===== src/rtl/rf_read_port_arbiter.sv =====
// rf_read_port_arbiter: round-robin sharing of one register-file read mux among NUM_REQ requesters,
// with a registered response that forwards same-edge writebacks, including while it is stalled.
module rf_read_port_arbiter #(
  parameter int NUM_REQ = 4,
  parameter int IDW     = 2,
  parameter bit ZERO_R0 = 1'b1
) (
  input  logic                 clk,
  input  logic                 rst_n,
  input  logic [NUM_REQ-1:0]   req_valid,
  input  logic [5*NUM_REQ-1:0] req_addr,
  output logic [NUM_REQ-1:0]   req_ready,
  output logic [4:0]           rf_sel,
  input  logic [31:0]          rf_data,
  input  logic                 wr_en,
  input  logic [4:0]           wr_addr,
  input  logic [31:0]          wr_data,
  output logic                 rsp_valid,
  output logic [IDW-1:0]       rsp_id,
  output logic [4:0]           rsp_addr,
  output logic [31:0]          rsp_data,
  input  logic                 rsp_ready
);
  logic [IDW-1:0] ptr;
  logic [IDW-1:0] gnt_id;
  logic [IDW-1:0] idx;
  logic [IDW-1:0] ptr_next;
  logic           found;
  logic           grant;
  logic           slot_free;
  logic [31:0]    cap_data;
  logic           hold_fwd;
  logic [4:0]     addr_a [NUM_REQ];

  for (genvar g = 0; g < NUM_REQ; g++) begin : g_addr
    assign addr_a[g] = req_addr[5*g +: 5];
  end

  assign slot_free = !rsp_valid || rsp_ready;

  // Scan from ptr upward, wrapping at NUM_REQ so ids >= NUM_REQ never appear.
  always_comb begin
    found  = 1'b0;
    gnt_id = '0;
    idx    = '0;
    for (int k = 0; k < NUM_REQ; k++) begin
      idx = IDW'((int'(ptr) + k) % NUM_REQ);
      if (!found && req_valid[idx]) begin
        found  = 1'b1;
        gnt_id = idx;
      end
    end
  end

  assign grant     = found && slot_free && rst_n;
  assign req_ready = grant ? (NUM_REQ'(1) << gnt_id) : '0;
  assign rf_sel    = grant ? addr_a[gnt_id] : 5'd0;
  assign ptr_next  = (int'(gnt_id) == NUM_REQ - 1) ? '0 : gnt_id + 1'b1;

  // The mux still shows the pre-write value on a write edge, so the writeback wins over rf_data.
  assign cap_data = (ZERO_R0 && rf_sel == 5'd0) ? 32'h0 :
                    (wr_en && wr_addr == rf_sel) ? wr_data : rf_data;
  assign hold_fwd = wr_en && wr_addr == rsp_addr && !(ZERO_R0 && rsp_addr == 5'd0);

  always_ff @(posedge clk or negedge rst_n) begin
    if (!rst_n) begin
      ptr       <= '0;
      rsp_valid <= 1'b0;
      rsp_id    <= '0;
      rsp_addr  <= '0;
      rsp_data  <= '0;
    end else if (grant) begin
      ptr       <= ptr_next;
      rsp_valid <= 1'b1;
      rsp_id    <= gnt_id;
      rsp_addr  <= rf_sel;
      rsp_data  <= cap_data;
    end else if (rsp_ready) begin
      rsp_valid <= 1'b0;
    end else if (rsp_valid && hold_fwd) begin
      rsp_data  <= wr_data;
    end
  end
endmodule


===== config.mk =====
export PLATFORM = sky130hd
export DESIGN_NAME = rf_read_port_arbiter
export DESIGN_NICKNAME = d
export VERILOG_FILES = /design/src/rtl/rf_read_port_arbiter.sv
export SDC_FILE = /design/constraint.sdc
export NUM_CORES = 1
export LEC_CHECK = 0
export CAP_MARGIN = 20
export CORE_MARGIN = 1.5
export CORE_UTILIZATION = 37
export DETAILED_ROUTE_END_ITERATION = 12
export PLACE_DENSITY = 0.77
export SLEW_MARGIN = 20
export SYNTH_ARGS = -nofsm -noshare
export SYNTH_HDL_FRONTEND = slang
export SYNTH_SLANG_ARGS = --single-unit
export TNS_END_PERCENT = 1

===== constraint.sdc =====
create_clock -name clk -period 2.9 [get_ports clk]
set_clock_uncertainty 0.15 [all_clocks]
set_input_delay 0.58 -clock clk [delete_from_list [all_inputs] [get_ports clk]]
set_output_delay 0.58 -clock clk [all_outputs]
set_load 0.005 [all_outputs]

==> results by group <==
Floorplanning
  • # rows: 32
  • Initial Utilization: 38.6%
  • Die height: 93.3 um
  • Io pins: 146
  • Die area: 0.00870 mm^2
  • Die Wd: 93.3 um
  • Core ar.: 0.00781 mm^2

Clock network
  • Clock buffer depth: 2
  • Cts hold-fix bufs: 0
  • Register clock-pin slew on the reported worst setup and hold paths: 0.08 ns
  • Htree depth: 2
  • Sink Count: 42
  • CTS Buf Count: 5
  • Clk_lat worst skew: 0.29 ns
  • CTS Root Cell: clkbuf_8
  • CTS tree: yes

Placement
  • GPL Wtd Cong: 0.806
  • Pre-CTS setup slack: -0.670 ns
  • Number of port buffers: 145
  • Hpwl dp: 6780 um
  • Post-placement cell count: 540

Critical path
  • WP data arrival: 2.33 ns
  • CP max stage delay: 0.46 ns
  • CP startpoint kind: register
  • Crit end category: primary output
  • Crit path kind: register to primary output
  • Crit-path cells: and3b_2, o21ai_4, buf_4, buf_4, and3_4, a211oi_4, nor3_2, buf_4, dlygate4sd2_1
  • Worst Path Required: 2.17 ns
  • Buffers and inverters on the worst path: 4
  • Critical path fanouts, max: 7
  • Most frequent CP cell: buf_4
  • Slowest CP cell: dfrtp_2
  • CP delay by family, top: simple AND/OR/NAND/NOR gates

Timing
  • Fraction of the cycle the final worst path needs: 106%
  • Min Clock Period, post-route: 3.06 ns
  • Final Hold Fails: 0
  • Max Clock Freq: 326 MHz
  • Endpoints failing setup: 33
  • Slew Viols, Final: 0
  • RSZ-0062 raised after global routing: true
  • Worst-Margin Slew: 0.556 ns
  • Setup ws final: -0.164 ns
  • Max transition margin: 62.9%

Final layout
  • Non-filler cells in the finished layout: 572
  • Reg area: 0.00105 mm^2
  • Area Growth Syn to Fin: 75.0%
  • Fin nets: 570
  • Layout cells sized above 1: 28.1%
  • Ant. Diodes: 0
  • Multi-input gate area: 0.00193 mm^2
  • FILL cells: 610

Routing
  • Pre-Repair DR Iteration Count: 4
  • WL final: 10,200 um
  • Wirelength per Cell: 17.8 um
  • Antenna Violating Nets Remaining: 0
  • Routed vias: 3,147
  • Vias/cell: 5.50
  • Initial DRC Count: 107
  • DRC: 0

Pwr
  • LEAKAGE: 2.32 nW
  • Pwr Total: 2.80 mW
  • Power Density: 531 mW/mm^2
  • Worst IR Drop VDD: 322 uV

Logic synthesis
  • Synth top area share: 34.9%
  • Main flop type after synthesis: dfrtp_1
  • Syn Area/Cell: 10.5 um^2
  • Post-synth EDFFs: 0
  • Synth area leader: dfrtp_1
  • Count leader, synth: nand2_1
  • Synth async-reset ratio: 100%
  • Synth top cells by count: 43 x nand2_1, 42 x dfrtp_1, 41 x mux2i_1
  • Distinct cells, synth: 43
  • Register area share after synthesis: 34.9%
  • Synth Warn #: 0
  • Yosys reg bits: 42
  • Top post-synthesis cells by area: dfrtp_1 35%, o221ai_2 15%, mux2i_1 14%
  • Post-Syn Area: 0.00302 mm^2
  • Cells after Synth: 287
  • Post-Syn Nets: 388

Run
  • Max-cap violations: 0

Global route
  • Met3 usage: 4.07%
  • Top Usage Layer GRT: met2
  • Largest net degree at the start of global routing: 43
  • Vias in the first global route: 3,330
  • Global-route wire length before repair: 16,100 um
  • Initial antenna violation count: 0
  • Overall routing resource usage: 23.4%
  • Overflow after GRT: 0
  • GRT met1 Usage: 29.0%
  • Met2 Usage GRT: 41.3%

Status
  • Failing checks: negative setup slack
  • Status: finished with violations

Hold path
  • Hold Path Class: primary input to async pin
-- placed cells by master, fill, tap and decap left out, drive strengths merged, types with 4 or more instances in the layout --
cell type      count
a21o               6
and2               6
buf               59
clkbuf             8
clkdlybuf4s50    131
dfrtp             42
dlygate4sd2        8
ha                 4
mux2i             41
nand2             44
nand4             33
nor2               4
o21ai              7
o221ai            32
xnor2              4
xor2               4
-- report_power, final --
part | switching (mW) | internal [mW]
Combinational | 0.610 | 0.890
Sequential | 0.116 | 0.727
Clock | 0.203 | 0.258
-- flip-flops by register name, summed over array words and instances (netlist names) --
register   flops
rsp_data      32
rsp_valid      1
ptr            2
rsp_addr       5
rsp_id         2
-- kinds of logic after synthesis --
family / count (synthesis) / share of synthesized area (%)
multiplexers: 42 / 14.0
AND/OR/NAND/NOR: 103 / 17.9
flip-flops: 42 / 34.9
buffers and inverters: 29 / 5.81
adder cells (fa/ha/maj): 4 / 1.66
XOR/XNOR: 8 / 2.32
AO/OA/AOI/OAI: 59 / 23.5
-- metal layers --
metal / wire length, um / vias up
met2: 5170 / 129
li1: - / 1473
met3: 579 / 19
met5: 0 / -
met4: 206 / 0
met1: 4210 / 1526
-- metrics by stage --
stage | instance area (um^2) | utilization (%) | hold slack, ns | TNS [ns]
6_report | 5280 | 67.6 | 0.282 | -3.94
5_1_grt | 5280 | 67.6 | 0.311 | -7.49
4_1_cts | 5220 | 66.9 | 0.300 | -0.816
3_5_place_dp | 4770 | 61.1 | 0.335 | -24.07
3_3_place_gp | 4770 | 61.1 | 0.325 | -20.92
2_1_floorplan | 3030 | - | 0.134 | 0
-- worst reg2reg max path: cells and delay by family, from the launching register on --
family | cells | cell delay (ns)
AND/OR/NAND/NOR | 4 | 1.07
buffers and inverters | 3 | 0.41
AO/OA/AOI/OAI | 5 | 0.83
flip-flops | 1 | 0.46
-- area by class of cell --
type	count	area share (%)
clock buffers	7	1.45
clock inverters	1	0.569
inverters	3	0.261
multi-input cells	216	36.6
flip-flops and latches	42	20.0
well taps	102	2.42
repair buffers	201	38.7
-- repair_timing --
item,in CTS,in global routing
pin swaps,21,30
endpoints found under the setup margin,41,38
cloned,3,1
buffers inserted,21,2
resized for setup,45,13
-- worst paths after layout --
path                            cells past startpoint  slack [ns]             startpoint                  endpoint
worst max-delay path                                9       -0.16     ptr[1]$_DFFE_PN0N_                 rf_sel[2]
worst min-delay path                                2        0.28                  rst_n   rsp_data[5]$_DFFE_PN0P_
worst max register to register                     12       -0.15     ptr[1]$_DFFE_PN0N_  rsp_data[25]$_DFFE_PN0P_
worst min register to register                      2        0.35  rsp_id[1]$_DFFE_PN0N_     rsp_id[1]$_DFFE_PN0N_
max in group asynchronous                           2        1.92                  rst_n        ptr[0]$_DFFE_PN0N_
min in group clk                                    2        0.35  rsp_id[1]$_DFFE_PN0N_     rsp_id[1]$_DFFE_PN0N_
No activity file was read; power rests on OpenSTA's default activity.
